<file path="src/rtl/wordreader_pkg.sv">
`default_nettype none
// ============================================================================
//  Module      : wordreader_pkg
//  Description : Shared types and constants for the wordreader receive path:
//                RX state encodings, carriage-return terminator and the
//                character-count width.
//  Revision    : 1.0 - initial release
// ============================================================================
package wordreader_pkg;

    // Receive FSM states
    typedef enum logic [2:0] {
        RX_IDLE  = 3'd0,
        RX_START = 3'd1,
        RX_DATA  = 3'd2,
        RX_STOP  = 3'd3,
        RX_BREAK = 3'd4
    } rx_state_t;

    // Word terminator
    localparam logic [7:0] CHAR_CR = 8'h0D;

    // Width of the character count, word length and read address
    localparam int COUNT_W = 6;

endpackage : wordreader_pkg
`default_nettype wire

</file>
<file path="src/rtl/wordreader_cereal_rx.sv">
`default_nettype none
// ============================================================================
//  Module      : cereal_rx
//  Description : 8N1 asynchronous receiver. Two-flop synchroniser, half-bit
//                start qualification, mid-bit sampling of eight LSB-first data
//                bits and a stop-bit check. Emits one-cycle char_valid or
//                frame_err pulses; a low stop bit parks the FSM in BREAK until
//                the line idles high again.
//  Revision    : 1.0 - initial release
// ============================================================================
module cereal_rx
    import wordreader_pkg::*;
#(
    parameter int CLKS_PER_BIT = 10417
) (
    input  logic       sysclk,
    input  logic       reset,
    input  logic       rx,
    output logic       char_valid,
    output logic [7:0] char_data,
    output logic       frame_err
);

    localparam int               c_BCW     = $clog2(CLKS_PER_BIT);
    localparam logic [c_BCW-1:0] c_HALF_M1 = c_BCW'(CLKS_PER_BIT / 2 - 1);
    localparam logic [c_BCW-1:0] c_FULL_M1 = c_BCW'(CLKS_PER_BIT - 1);
    localparam logic [c_BCW-1:0] c_ONE     = c_BCW'(1);

    // Synchroniser and edge detector
    logic             r_sync1;
    logic             r_sync2;
    logic             r_sync_d;
    logic [1:0]       r_warm;
    logic             r_armed;

    // FSM and datapath state
    rx_state_t        r_state;
    logic [c_BCW-1:0] r_bit_cnt;
    logic [2:0]       r_bit_idx;
    logic [7:0]       r_shift;
    logic             r_char_valid;
    logic [7:0]       r_char_data;
    logic             r_frame_err;

    // Next-state values
    rx_state_t        w_state_next;
    logic [c_BCW-1:0] w_bit_cnt_next;
    logic [2:0]       w_bit_idx_next;
    logic [7:0]       w_shift_next;
    logic             w_char_valid_next;
    logic [7:0]       w_char_data_next;
    logic             w_frame_err_next;

    logic             w_start;
    logic             w_tick;

    // A start needs a genuine high-to-low transition. The synchroniser resets
    // to 1, so edges are only trusted once a real high has been observed after
    // the synchroniser has flushed its reset value (r_armed). This keeps a line
    // held low through reset release from looking like a start bit.
    assign w_start = r_armed & r_sync_d & ~r_sync2;
    assign w_tick  = (r_bit_cnt == '0);

    // Synchronise rx into sysclk and track when the edge detector can be trusted
    always_ff @(posedge sysclk or posedge reset) begin
        if (reset) begin
            r_sync1  <= 1'b1;
            r_sync2  <= 1'b1;
            r_sync_d <= 1'b1;
            r_warm   <= 2'b00;
            r_armed  <= 1'b0;
        end else begin
            r_sync1  <= rx;
            r_sync2  <= r_sync1;
            r_sync_d <= r_sync2;
            r_warm   <= {r_warm[0], 1'b1};
            if (r_warm[1] && r_sync2) begin
                r_armed <= 1'b1;
            end
        end
    end

    // FSM state and datapath registers
    always_ff @(posedge sysclk or posedge reset) begin
        if (reset) begin
            r_state      <= RX_IDLE;
            r_bit_cnt    <= '0;
            r_bit_idx    <= 3'd0;
            r_shift      <= 8'h00;
            r_char_valid <= 1'b0;
            r_char_data  <= 8'h00;
            r_frame_err  <= 1'b0;
        end else begin
            r_state      <= w_state_next;
            r_bit_cnt    <= w_bit_cnt_next;
            r_bit_idx    <= w_bit_idx_next;
            r_shift      <= w_shift_next;
            r_char_valid <= w_char_valid_next;
            r_char_data  <= w_char_data_next;
            r_frame_err  <= w_frame_err_next;
        end
    end

    // Next-state and output decode; counters hold and pulses drop by default
    always_comb begin
        w_state_next      = r_state;
        w_bit_cnt_next    = r_bit_cnt;
        w_bit_idx_next    = r_bit_idx;
        w_shift_next      = r_shift;
        w_char_valid_next = 1'b0;
        w_char_data_next  = r_char_data;
        w_frame_err_next  = 1'b0;

        case (r_state)
            RX_IDLE: begin
                if (w_start) begin
                    w_bit_cnt_next = c_HALF_M1;
                    w_state_next   = RX_START;
                end
            end

            RX_START: begin
                if (w_tick) begin
                    if (!r_sync2) begin
                        w_bit_cnt_next = c_FULL_M1;
                        w_bit_idx_next = 3'd0;
                        w_state_next   = RX_DATA;
                    end else begin
                        // Line bounced back high before mid-start: a glitch
                        w_state_next = RX_IDLE;
                    end
                end else begin
                    w_bit_cnt_next = r_bit_cnt - c_ONE;
                end
            end

            RX_DATA: begin
                if (w_tick) begin
                    w_shift_next   = {r_sync2, r_shift[7:1]};
                    w_bit_cnt_next = c_FULL_M1;
                    if (r_bit_idx == 3'd7) begin
                        w_state_next = RX_STOP;
                    end else begin
                        w_bit_idx_next = r_bit_idx + 3'd1;
                    end
                end else begin
                    w_bit_cnt_next = r_bit_cnt - c_ONE;
                end
            end

            RX_STOP: begin
                if (w_tick) begin
                    if (r_sync2) begin
                        // Return to IDLE mid-stop so a following start edge is seen
                        w_char_valid_next = 1'b1;
                        w_char_data_next  = r_shift;
                        w_state_next      = RX_IDLE;
                    end else begin
                        w_frame_err_next = 1'b1;
                        w_state_next     = RX_BREAK;
                    end
                end else begin
                    w_bit_cnt_next = r_bit_cnt - c_ONE;
                end
            end

            RX_BREAK: begin
                if (r_sync2) begin
                    w_state_next = RX_IDLE;
                end
            end

            default: begin
                w_state_next = RX_IDLE;
            end
        endcase
    end

    assign char_valid = r_char_valid;
    assign char_data  = r_char_data;
    assign frame_err  = r_frame_err;

endmodule : cereal_rx
`default_nettype wire

</file>
<file path="src/rtl/wordreader.sv">
`default_nettype none
// ============================================================================
//  Module      : wordreader
//  Description : Serial word receiver. Deserialises 8N1 bytes via cereal_rx,
//                collects them into a buffer until a carriage return, then
//                holds the word with its length for a consumer that reads it
//                through a registered random-access port and releases it
//                with ack.
//  Revision    : 1.0 - initial release
// ============================================================================
module wordreader
    import wordreader_pkg::*;
#(
    parameter int CLKS_PER_BIT = 10417,
    parameter int MAX_CHARS    = 32
) (
    input  logic               sysclk,
    input  logic               reset,
    input  logic               rx,
    output logic               char_valid,
    output logic [7:0]         char_data,
    output logic               frame_err,
    output logic               word_ready,
    output logic [COUNT_W-1:0] word_len,
    output logic               overflow,
    input  logic               ack,
    input  logic [COUNT_W-1:0] rd_addr,
    output logic [7:0]         rd_data
);

    localparam int                 c_AW  = $clog2(MAX_CHARS);
    localparam logic [COUNT_W-1:0] c_MAX = COUNT_W'(MAX_CHARS);
    localparam logic [COUNT_W-1:0] c_ONE = COUNT_W'(1);

    logic               w_char_valid;
    logic [7:0]         w_char_data;
    logic               w_frame_err;

    logic [7:0]         r_buf [MAX_CHARS];
    logic [COUNT_W-1:0] r_count;
    logic               r_word_ready;
    logic [COUNT_W-1:0] r_word_len;
    logic               r_overflow;
    logic [7:0]         r_rd_data;

    logic               w_ready_eff;
    logic               w_wr_en;
    logic               w_accept_cr;
    logic               w_drop;

    cereal_rx #(
        .CLKS_PER_BIT (CLKS_PER_BIT)
    ) u_rx (
        .sysclk     (sysclk),
        .reset      (reset),
        .rx         (rx),
        .char_valid (w_char_valid),
        .char_data  (w_char_data),
        .frame_err  (w_frame_err)
    );

    // An ack in the same cycle releases the buffer before the character lands
    assign w_ready_eff = r_word_ready & ~ack;

    // Decide what the incoming character does to the word buffer
    always_comb begin
        w_wr_en     = 1'b0;
        w_accept_cr = 1'b0;
        w_drop      = 1'b0;
        if (w_char_valid) begin
            if (w_ready_eff) begin
                w_drop = 1'b1;
            end else if (w_char_data == CHAR_CR) begin
                // A bare terminator with nothing collected is an empty line
                w_accept_cr = (r_count != '0);
            end else if (r_count < c_MAX) begin
                w_wr_en = 1'b1;
            end else begin
                w_drop = 1'b1;
            end
        end
    end

    // Character count, word handshake and sticky overflow
    always_ff @(posedge sysclk or posedge reset) begin
        if (reset) begin
            r_count      <= '0;
            r_word_ready <= 1'b0;
            r_word_len   <= '0;
            r_overflow   <= 1'b0;
        end else begin
            if (ack) begin
                r_word_ready <= 1'b0;
                r_overflow   <= 1'b0;
            end
            if (w_accept_cr) begin
                r_word_ready <= 1'b1;
                r_word_len   <= r_count;
                r_count      <= '0;
            end
            if (w_wr_en) begin
                r_count <= r_count + c_ONE;
            end
            if (w_drop) begin
                r_overflow <= 1'b1;
            end
        end
    end

    // Buffer storage; contents are undefined until written
    always_ff @(posedge sysclk) begin
        if (w_wr_en) begin
            r_buf[r_count[c_AW-1:0]] <= w_char_data;
        end
    end

    // Registered read port; addresses past the buffer read as zero
    always_ff @(posedge sysclk or posedge reset) begin
        if (reset) begin
            r_rd_data <= 8'h00;
        end else if (rd_addr >= c_MAX) begin
            r_rd_data <= 8'h00;
        end else begin
            r_rd_data <= r_buf[rd_addr[c_AW-1:0]];
        end
    end

    assign char_valid = w_char_valid;
    assign char_data  = w_char_data;
    assign frame_err  = w_frame_err;
    assign word_ready = r_word_ready;
    assign word_len   = r_word_len;
    assign overflow   = r_overflow;
    assign rd_data    = r_rd_data;

endmodule : wordreader
`default_nettype wire

</file>
<file path="config.mk">
export PLATFORM = sky130hd
export DESIGN_NAME = wordreader
export DESIGN_NICKNAME = d
export VERILOG_FILES = /design/src/rtl/wordreader_pkg.sv /design/src/rtl/wordreader_cereal_rx.sv /design/src/rtl/wordreader.sv
export SDC_FILE = /design/constraint.sdc
export NUM_CORES = 1
export LEC_CHECK = 0
export CAP_MARGIN = 0
export CORE_MARGIN = 8
export CORE_UTILIZATION = 35
export CTS_BUF_LIST = sky130_fd_sc_hd__clkbuf_4
export CTS_CLUSTER_DIAMETER = 50
export DETAILED_ROUTE_END_ITERATION = 10
export PLACE_DENSITY = 0.49
export SETUP_SLACK_MARGIN = 0.1
export SYNTH_ARGS = -nofsm -noshare
export SYNTH_HDL_FRONTEND = slang
export SYNTH_SLANG_ARGS = --single-unit
</file>
<file path="constraint.sdc">
create_clock -name sysclk -period 3.5 [get_ports sysclk]
set_input_delay 0.525 -clock sysclk [delete_from_list [all_inputs] [get_ports sysclk]]
set_output_delay 0.525 -clock sysclk [all_outputs]
set_load 0.005 [all_outputs]
</file>
==> metrics.md, run 1 <==
| Metric | Value |
|---|---|
| Crit Path Max Fanout | `34` |
| CORE AREA | `0.0364 sq mm` |
| # fillers | `3,277` |
| Initial antenna violation count | `1` |
| Critical path arrival | `2.07 ns` |
| Max Cap Viol | `0` |
| # DRC | `0` |
| DIE WIDTH | `208 um` |
| Post-CTS Setup Bufs | `0` |
| Cell variety after synth | `58` |
| Worst slew pin tran | `0.966 ns` |
| Hold Buf Count CTS | `0` |
| Outcome | `completed` |
| PortBufs | `35` |
| Share of cells above drive strength 1 | `34.0%` |
| DRT iter0 DRCs | `451` |
| Clock transition at path regs | `0.06 ns` |
| Area added between synthesis and finish | `17.7%` |
| Setup-failing EPs final | `0` |
| Cell row count | `70` |
| CTS tree | `yes` |
| CTS resizes | `0` |
| Worst setup SP type | `flip-flop` |
| Clk buf depth | `3` |
| Setup TNS | `0 ns` |
| NumNets Final | `854` |
| Hold Slack | `0.174 ns` |
| Synth warn | `0` |
| Synthesized cell area | `0.0129 sq mm` |
| Reg area | `0.00934 sq mm` |
| Leakage | `5.32 nW` |
| F_max | `386 MHz` |
| First-pass GRT wire length | `45.4 mm` |
| Routability cong. | `0.808` |
| Sink Count | `322` |
| Initial core utilization | `35.4%` |
| Detail Placement HPWL | `18.8 mm` |
| Die area | `0.0432 sq mm` |
| Final period util | `74.0%` |
| Hold Crit Class | `input port to async pin` |
| Slew margin rel. | `35.3%` |
| Max Slew Vio Count | `0` |
| WP data required | `2.97 ns` |
| CTS buffer count | `84` |
| CP Capture Type | `output port` |
| Worst Skew | `0.0688 ns` |
| R2R cell count | `7` |
| Largest net degree at the start of global routing | `43` |
| Total grt overflow | `0` |
| Commonest non-fill, non-tap cell in the layout | `edfxtp_1` |
| Ys async rst share | `20.5%` |
| Setup slack, reg-to-reg | `1.06 ns` |
| Power Density | `529 mW/mm^2` |
| TritonRoute pass-1 iters | `5` |
| WS Path Type | `flip-flop to output port` |
| Via count | `6,964` |
| Ys flop type | `edfxtp_1` |
| Clock Tree Root | `clkbuf_4` |
| Vias/cell | `5.08` |
| Post-synth EDFFs | `256` |
| I/O pin count | `36` |
| Die height | `208 um` |
| Reg-to-Reg Start | `u_rx.r_bit_cnt[0]$_DFFE_PP0P_` |
| Syn_nets | `715` |
| H-Tree Level Count | `3` |
| Post-route ant nets | `0` |
| Vias in the first global route | `7,513` |
| Average wire per standard cell | `21.6 um` |
| Minimum clock period | `2.59 ns` |
| Final Power | `0.00803 W` |
| Worst reg2reg endpoint | `u_rx.r_bit_cnt[10]$_DFFE_PP0P_` |
| Worst IR Drop VDD | `0.240 mV` |
| Commonest cells after routing, fill and taps aside | `edfxtp_1, clkbuf_4, mux4_2, dfrtp_1, buf_4` |
| Hold Violations, Final | `0` |
| Avg Inst Size Synth | `18.5 sq um` |
| Seq/Total Area, Yosys | `72.5%` |
| Synth Instances | `697` |
| FF+latch count, synth | `322` |
| Footprint of the multi-input gates | `0.00334 sq mm` |
| Final WL | `29.7 mm` |
| Worst skew pair latency | `0.74 ns` |
| Gr usage total | `13.8%` |
| RSZ-0062 raised after global routing | `no` |
## logic make-up after synthesis
family / after synthesis / synth area share, %
xor+xnor: 1 / 0.0680
fa+ha+maj: 8 / 0.777
mux: 105 / 15.0
buf+inv: 41 / 1.60
other cells: 1 / 0.0291
simple gates: 136 / 5.62
compound gates: 83 / 4.45
flops: 322 / 72.5
## metal layers
metal	up-vias	routed length (um)	global-route usage, %	share of wire [%]
li1	3143	-	-	-
met1	3577	13100	18.1	44
met2	198	14400	21.9	49
met3	46	1610	3.62	5.4
met4	0	528	5.26	1.8
met5	-	0	0	0
## report_power, final
group / internal (W) / leakage [nW] / switching (W)
sequential: 0.00416 / 3.16 / 0.0000891
clock: 0.00187 / 0.685 / 0.00150
combinational: 0.000189 / 1.47 / 0.000214
## how the worst max path moves through the flow
stage                                   from                      to  slack (ns)  cells past startpoint
2_1_floorplan  u_rx.char_data[4]$_DFFE_PP0P_  r_buf[15][0]$_DFFE_PP_        0.89                      6
3_3_place_gp                             ack  r_buf[13][7]$_DFFE_PP_        0.71                      8
3_5_place_dp                             ack  r_buf[21][1]$_DFFE_PP_        0.65                      8
4_1_cts        u_rx.char_data[7]$_DFFE_PP0P_            char_data[7]        0.74                      2
5_1_grt        u_rx.char_data[7]$_DFFE_PP0P_            char_data[7]        0.73                      2
6_report       u_rx.char_data[7]$_DFFE_PP0P_            char_data[7]        0.91                      2
## sequential cells by signal, summed over array words and instances, names as in the netlist, 2 cells and up
| name | count |
|---|---|
| r_buf | 256 |
| u_rx.r_bit_cnt | 14 |
| rd_data | 8 |
| u_rx.char_data | 8 |
| u_rx.r_shift | 8 |
| r_count | 6 |
| word_len | 6 |
| u_rx.r_bit_idx | 3 |
| u_rx.r_state | 3 |
| u_rx.r_warm | 2 |
## synth_stat cells (2+ instances only)
library cell	n	area [sq um]
edfxtp_1	256	7690
mux4_2	68	1530
dfrtp_1	63	1580
nor2_1	48	180
nand2_1	23	86.3
mux2_2	22	248
a21oi_1	16	80.1
buf_2	15	75.1
o22ai_1	15	93.8
mux2i_1	13	130
nand3_1	12	60.1
clkbuf_1	10	37.5
ha_1	8	100
inv_1	8	30.0
o21ai_0	8	40.0
nor2b_1	7	43.8
or3_1	7	43.8
a31oi_1	5	31.3
nand2b_1	5	31.3
nand3b_1	5	37.5
a2111oi_0	4	35.0
a211oi_1	4	30.0
a21o_1	4	30.0
a311o_1	4	40.0
nor3b_1	4	30.0
o22a_1	4	35.0
or2_2	4	25.0
a22o_1	3	26.3
a311oi_1	3	26.3
buf_4	3	22.5
buf_6	3	33.8
dfstp_2	3	78.8
o21a_1	3	22.5
or3b_2	3	26.3
a22oi_1	2	15.0
a31o_2	2	17.5
and3_1	2	12.5
buf_1	2	7.51
mux2_1	2	22.5
nor3_1	2	10.0
nor3_2	2	20.0
nor4_2	2	25.0
nor4b_1	2	17.5
o2bb2ai_1	2	17.5
## area by class of cell
class	instances	area share [%]
Sequential cell	322	61.6
Multi-Input combinational cell	334	22.0
Clock buffer	133	6.58
Timing Repair Buffer	86	4.83
Tap cell	468	3.86
Clock inverter	20	0.923
Inverter	8	0.198
Antenna cell	1	0.0165
## worst max-delay path, cell delays in order (launching register included)
cell and delay [ns]:
dfrtp_1 0.35, buf_4 0.40, clkdlybuf4s50_1 0.60
## stage by stage
step	instance area [sq um]	setup WS (ns)	cells	utilization [%]
6_report	15200	0.909	1372	41.6
5_1_grt	15200	0.728	1372	41.6
4_1_cts	15200	0.736	1371	41.6
3_5_place_dp	14000	0.653	1218	38.5
3_3_place_gp	14000	0.711	1218	38.5
2_1_floorplan	12900	0.889	697	-
Power figures use the tool's default switching activity.
==> run 2: changes to the inputs <==
--- a/config.mk
+++ b/config.mk
@@ -11,7 +11,7 @@
 export CTS_BUF_LIST = sky130_fd_sc_hd__clkbuf_4
 export CTS_CLUSTER_DIAMETER = 50
 export DETAILED_ROUTE_END_ITERATION = 10
-export PLACE_DENSITY = 0.49
+export PLACE_DENSITY = 0.51
 export SETUP_SLACK_MARGIN = 0.1
 export SYNTH_ARGS = -nofsm -noshare
 export SYNTH_HDL_FRONTEND = slang
==> constraint.sdc (replaced) <==
create_clock -name sysclk -period 2.2 [get_ports sysclk]
set_input_delay 0.33 -clock sysclk [delete_from_list [all_inputs] [get_ports sysclk]]
set_output_delay 0.33 -clock sysclk [all_outputs]
set_load 0.005 [all_outputs]
==> metrics.md, run 2 (same netlist as run 1, synthesis figures left out) <==
| Metric | Value |
|---|---|
| Outcome | `completed (unchanged)` |
| Via count | `7,448 (was 6,964)` |
| Fin cells | `1,405 (was 1,372)` |
| CTS buffer count | `85 (was 84)` |
| Commonest non-fill, non-tap cell in the layout | `edfxtp_1 (unchanged)` |
| H-Tree Level Count | `3 (unchanged)` |
| Share of cells above drive strength 1 | `42.2% (was 34.0%)` |
| Die area | `0.0432 sq mm (unchanged)` |
| # DRC | `0 (unchanged)` |
| Minimum clock period | `2.15 ns` |
| Detail Placement HPWL | `19.7 mm (was 18.8 mm)` |
| R2R cell count | `5 (was 7)` |
| Clock Tree Root | `clkbuf_4 (unchanged)` |
| PortBufs | `35 (unchanged)` |
| Worst skew pair latency | `0.74 ns (about the same)` |
| Max Cap Viol | `0 (unchanged)` |
| Setup slack, reg-to-reg | `0.05 ns (was 1.06 ns)` |
| NumNets Final | `896 (was 854)` |
| Worst Skew | `0.0376 ns (was 0.0688 ns)` |
| Average wire per standard cell | `24.5 um (was 21.6 um)` |
| Crit Path Max Fanout | `8 (was 34)` |
| Critical path origin | `u_rx.r_bit_cnt[4]$_DFFE_PP0P_ (was u_rx.char_data[7]$_DFFE_PP0P_)` |
| Die height | `208 um (unchanged)` |
| Post-placement cell area | `0.0145 sq mm (was 0.0140 sq mm)` |
| Top routing layer in use | `met4 (unchanged)` |
| Setup-failing EPs final | `0 (unchanged)` |
| Largest register FFs | `256 (unchanged)` |
| Leakage | `5.71 nW (was 5.32 nW)` |
| DRT iter0 DRCs | `648 (was 451)` |
| Hold Violations, Final | `0 (unchanged)` |
| Critical path capture point | `u_rx.r_shift[4]$_DFFE_PP0P_ (was char_data[7])` |
| Commonest cells after routing, fill and taps aside | `edfxtp_1, clkbuf_4, mux4_2, buf_4, dfrtp_1 (was edfxtp_1, clkbuf_4, mux4_2, dfrtp_1, buf_4)` |
| Finished Cell Area | `0.0163 sq mm (was 0.0152 sq mm)` |
| Largest net degree at the start of global routing | `47 (was 43)` |
| Routed met2 length | `16.7 mm (was 14.4 mm)` |
| Sink Count | `322 (unchanged)` |
| Slew margin rel. | `62.4% (was 35.3%)` |
| Worst IR Drop VDD | `0.401 mV (was 0.240 mV)` |
| CP bufs+invs | `1 (was 2)` |
| Hold Crit Class | `input port to flip-flop (was input port to async pin)` |
| Area added between synthesis and finish | `26.7% (was 17.7%)` |
| Initial core utilization | `35.4% (unchanged)` |
| Reg-to-Reg Start | `u_rx.r_bit_cnt[4]$_DFFE_PP0P_ (was u_rx.r_bit_cnt[0]$_DFFE_PP0P_)` |
| First-pass GRT wire length | `51.6 mm (was 45.4 mm)` |
| Total grt overflow | `0 (unchanged)` |
| WS Path Type | `flip-flop to flip-flop (was flip-flop to output port)` |
| DIE WIDTH | `208 um (unchanged)` |
| Placed Instances | `1,228 (was 1,218)` |
| WP data required | `2.80 ns (was 2.97 ns)` |
| Post-route ant nets | `0 (unchanged)` |
| Worst reg2reg endpoint | `u_rx.r_shift[4]$_DFFE_PP0P_ (was u_rx.r_bit_cnt[10]$_DFFE_PP0P_)` |
| Final core utilization | `44.8% (was 41.6%)` |
| TritonRoute pass-1 iters | `5 (unchanged)` |
| Max Slew Vio Count | `0 (unchanged)` |
| Wl on met1 | `14.8 mm (was 13.1 mm)` |
| Initial antenna violation count | `1 (unchanged)` |
| Power Density | `788 mW/mm^2 (was 529 mW/mm^2)` |
| Worst setup SP type | `flip-flop (unchanged)` |
| Worst slew pin tran | `0.563 ns (was 0.966 ns)` |
| Clock transition at path regs | `0.06 ns (about the same)` |
| Crit path max-delay cell type | `or4_4 (was clkdlybuf4s50_1)` |
| Gr usage total | `15.9% (was 13.8%)` |
| I/O pin count | `36 (unchanged)` |
| CTS tree | `yes (unchanged)` |
| Final WL | `34.4 mm (was 29.7 mm)` |
| Final Power | `0.0129 W (was 0.00803 W)` |
| CORE AREA | `0.0364 sq mm (unchanged)` |
| Crit-path max cell delay | `0.59 ns (was 0.60 ns)` |
| Routability cong. | `0.797 (was 0.808)` |
| RSZ-0062 raised after global routing | `yes (was no)` |
| Critical-path cell list | `or4_4, nor4_4, nor3b_4, buf_12, mux2_4 (was buf_4, clkdlybuf4s50_1)` |
| Metal3 WL | `2.27 mm (was 1.61 mm)` |
| CP Capture Type | `flip-flop (was output port)` |
| Setup TNS | `0 ns (unchanged)` |
| Vias in the first global route | `7,860 (was 7,513)` |
| Clk buf depth | `3 (unchanged)` |
| Final period util | `97.7%` |
| Critical path arrival | `2.75 ns (was 2.07 ns)` |
| Cell row count | `70 (unchanged)` |
| CP top delay family | `simple AND/OR/NAND/NOR gates (was buffers and inverters)` |
| Vias/cell | `5.30 (was 5.08)` |
| F_max | `465 MHz` |
| Levels on crit path | `5 (was 2)` |
-- run 2: cell count changes in the layout (fill, tap and decap cells not counted), sizes merged --
cell           change
inv                -2
dlygate4sd2        +7
clkbuf            -11
clkinv             +3
bufinv             +1
bufbuf             +8
clkdlybuf4s50      -8
buf               +31
dlymetal6s2s       +1
dlygate4sd3        +2
clkinvlp           +1
-- run 2: worst min path at each step --
stage,from,end,slack (ns),depth (start not counted)
finish,ack,overflow$_DFFE_PP0P_,0.22,2
global route,ack,overflow$_DFFE_PP0P_,0.19,2
CTS,ack,overflow$_DFFE_PP0P_,0.15,2
detailed placement,u_rx.r_warm[0]$_DFF_PP0_,u_rx.r_warm[1]$_DFF_PP0_,0.34,0
global placement,u_rx.r_warm[0]$_DFF_PP0_,u_rx.r_warm[1]$_DFF_PP0_,0.34,0
floorplan,u_rx.r_warm[0]$_DFF_PP0_,u_rx.r_warm[1]$_DFF_PP0_,0.33,0
-- run 2: cell type report --
cell class	instances	area (sq um)
Sequential cell	322	9350
Inverter	8	30.0
Tap cell	468	586
Fill cell	3142	20100
Clock inverter	23	179
Multi-Input combinational cell	334	3810
Timing Repair Buffer	127	1450
Clock buffer	122	916
Antenna cell	1	2.50
-- run 2: per-layer routing --
layer	vias up	GRT usage, %
li1	3237	-
met1	3863	20.9
met2	290	25.7
met3	58	3.94
met4	0	5.19
met5	-	0
-- run 2: stage by stage --
step / hold slack (ns) / setup WS, ns
after floorplan: 0.331 / 0.0751
after global placement: 0.344 / -0.0774
after detailed placement: 0.344 / -0.125
after CTS: 0.148 / 0.0435
after global routing: 0.192 / -0.00887
final: 0.218 / 0.0500
-- run 2: repair_timing --
action	CTS	global route
hold buffers	2	0
setup endpoints to repair	28	257
setup buffers	19	2
gates cloned	8	0
pin swaps	5	16
endpoints found under the hold margin	64	0
gates resized for setup	40	39
-- run 2: power by group --
| part | total (W) | internal (W) | switching [W] |
|---|---|---|---|
| Combinational | 0.000814 | 0.000406 | 0.000408 |
| Clock | 0.00528 | 0.00289 | 0.00239 |
| Sequential | 0.00677 | 0.00662 | 0.000147 |
| Total | 0.0129 | 0.00992 | 0.00295 |
==> edit: new RTL, flow settings as in run 2 <==
`CLKS_PER_BIT` is set to 10417 in 2 places; all go to 5208.
--- a/src/rtl/wordreader_cereal_rx.sv
+++ b/src/rtl/wordreader_cereal_rx.sv
@@ -13,3 +13,3 @@
 #(
-    parameter int CLKS_PER_BIT = 10417
+    parameter int CLKS_PER_BIT = 5208
 ) (
--- a/src/rtl/wordreader.sv
+++ b/src/rtl/wordreader.sv
@@ -13,3 +13,3 @@
 #(
-    parameter int CLKS_PER_BIT = 10417,
+    parameter int CLKS_PER_BIT = 5208,
     parameter int MAX_CHARS    = 32
Formal check against the unedited RTL: same outputs for any inputs over 10 cycles, from zero or initial values and one cycle with reset high; that may be too few to reach the edited logic, so the function may still have changed.
==> edit against run 2 <==
- critical path depth increased by 1
- worst setup slack better by 0.082 ns
- sequential cell count shrank 1
- power shrank 1.0%
- area after synthesis rose by 0.15%
- routed wire length shrank 1.7%
- final area is 2.0% lower
- die area up 0.13%
- global-route usage is 0.37 points lower
- combinational power is 5.3% higher
- clock power decreased by 3%
- critical endpoint is now r_buf[10][2]
- largest cell class unchanged
- largest power group unchanged
- highest routed layer is now met5
==> edit: results (changes against run 2) <==
first-pass GRT wire length=50290 um (-2.6%); Signal buffers=113 (-11%); Synth Net Count=714 (-0.14%); worst-skew pair later-pin latency=0.71 ns (-0.03 ns); vias in the first global route=7775 (-1.1%); final wirelength=33840 um (-1.7%); H-tree depth=3 (unchanged); final std cells w/o fill=1404 (-0.071%); clkbuf count=121 (-0.82%); Arrival @ worst endpoint=2.43 ns (-0.32 ns); Detailed Place HPWL=20390 um (+3.6%); Compound-Gate Fraction of Synth Area=4.507% (+0.061 points); sequential cell area=0.009326 mm2 (-0.29%); area of the multi-input gates=0.003720 mm2 (-2.5%); xor/xnor share of the synthesized area=0.06784% (-0.000099 points); maximum vdd drop=355.0 uV (-11%); final-layout fill cell count=3215 (+2.3%); R2R depth=6 (+1); DR pass1 iterations=5 (unchanged); Non-CTS inverters=11 (+3); routed vias/inst=5.251 (-0.94%); mux contribution to synthesized area=14.79% (-0.20 points); Yosys cell types=69 (+19%); Bufs on Longest Clock Path=3 (unchanged); Post-Synth Adder-Cell Area=0.7753% (-0.0011 points); metal2 WL=15450 um (-7.3%); Clock Sinks=321 (-0.31%); Worst Setup SP=u_rx.char_data[0]; Area growth syn-to-layout=24.01%; synthesized instance count=696 (-0.14%); antenna cells=5 (+4); Total GRT Usage=15.55% (-0.37 points); clock-cell share of area=6.737% (+0.033 points); pin count of the biggest net entering global routing=66 (+40%); Placed Cells=1214 (-1.1%); worst-margin pin slew=0.5698 ns (+0.006941 ns); layout cell share with drive strength beyond 1=40.60% (-1.6 points); synth cell count leaders=edfxtp_1 (256), mux4_2 (64), dfrtp_1 (62); Seq/Total Area, Yosys=72.17% (-0.30 points); Lkg Pwr=0.005705 uW (-0.14%); async set-reset flop share out of synthesis=20.25% (-0.25 points); initial antenna violation count=4 (+3); outcome=complete, no violations; clock skew=0.03955 ns (+0.001903 ns); Int Power=9692 uW (-2.3%); R2R Setup Slk=0.13 ns (+0.08 ns); met1 wire length=15160 um (+2.5%); Setup crit end=r_buf[10][2]; Slowest-stage cell, CP=dfrtp_2; routability cong.=0.8342 (+4.7%); achievable frequency=0.4836 GHz (+4.0%); Crit path largest cell delay=0.41 ns (-0.18 ns); Placement Cell Area=0.01433 mm2 (-0.97%); Top Metal Used=met5; nets=879 (-1.9%); NonClk Buf Share=7.776% (-1.1 points); Cells on Worst Hold Path=2 (unchanged)
-- edit: cell types whose count changed in the layout (fill, tap and decap cells not counted), moves of 8 or more --
cell | before | now
buf_4 | 62 | 54
mux2_2 | 9 | 18
clkinv_1 | 12 | 25
o22ai_1 | 15 | 7
a22oi_1 | 2 | 13
mux2_4 | 15 | 7
-- edit: what timing repair did --
item / 4_1_cts / 5_1_grt
setup endpoints to repair: 46 / 279
gates cloned: 4 / 1
pin swaps: 5 / 16
hold buffers: 2 / 0
gates resized for setup: 23 / 27
buffers inserted: 15 / 7
endpoints found under the hold margin: 22 / 0
-- edit: power by group through the flow --
stage	registers [uW]	clock network [uW]	logic [uW]
floorplan	6870	0	515
global placement	6880	0	741
detailed placement	6890	0	774
CTS	6770	5280	801
global route	6790	5570	942
finish	6780	5100	857
-- edit: layer usage --
metal	up-vias	GRT usage [%]
met5	-	0
met4	2	5.140
met3	51	3.818
met2	290	24.02
met1	3822	21.34
li1	3208	-
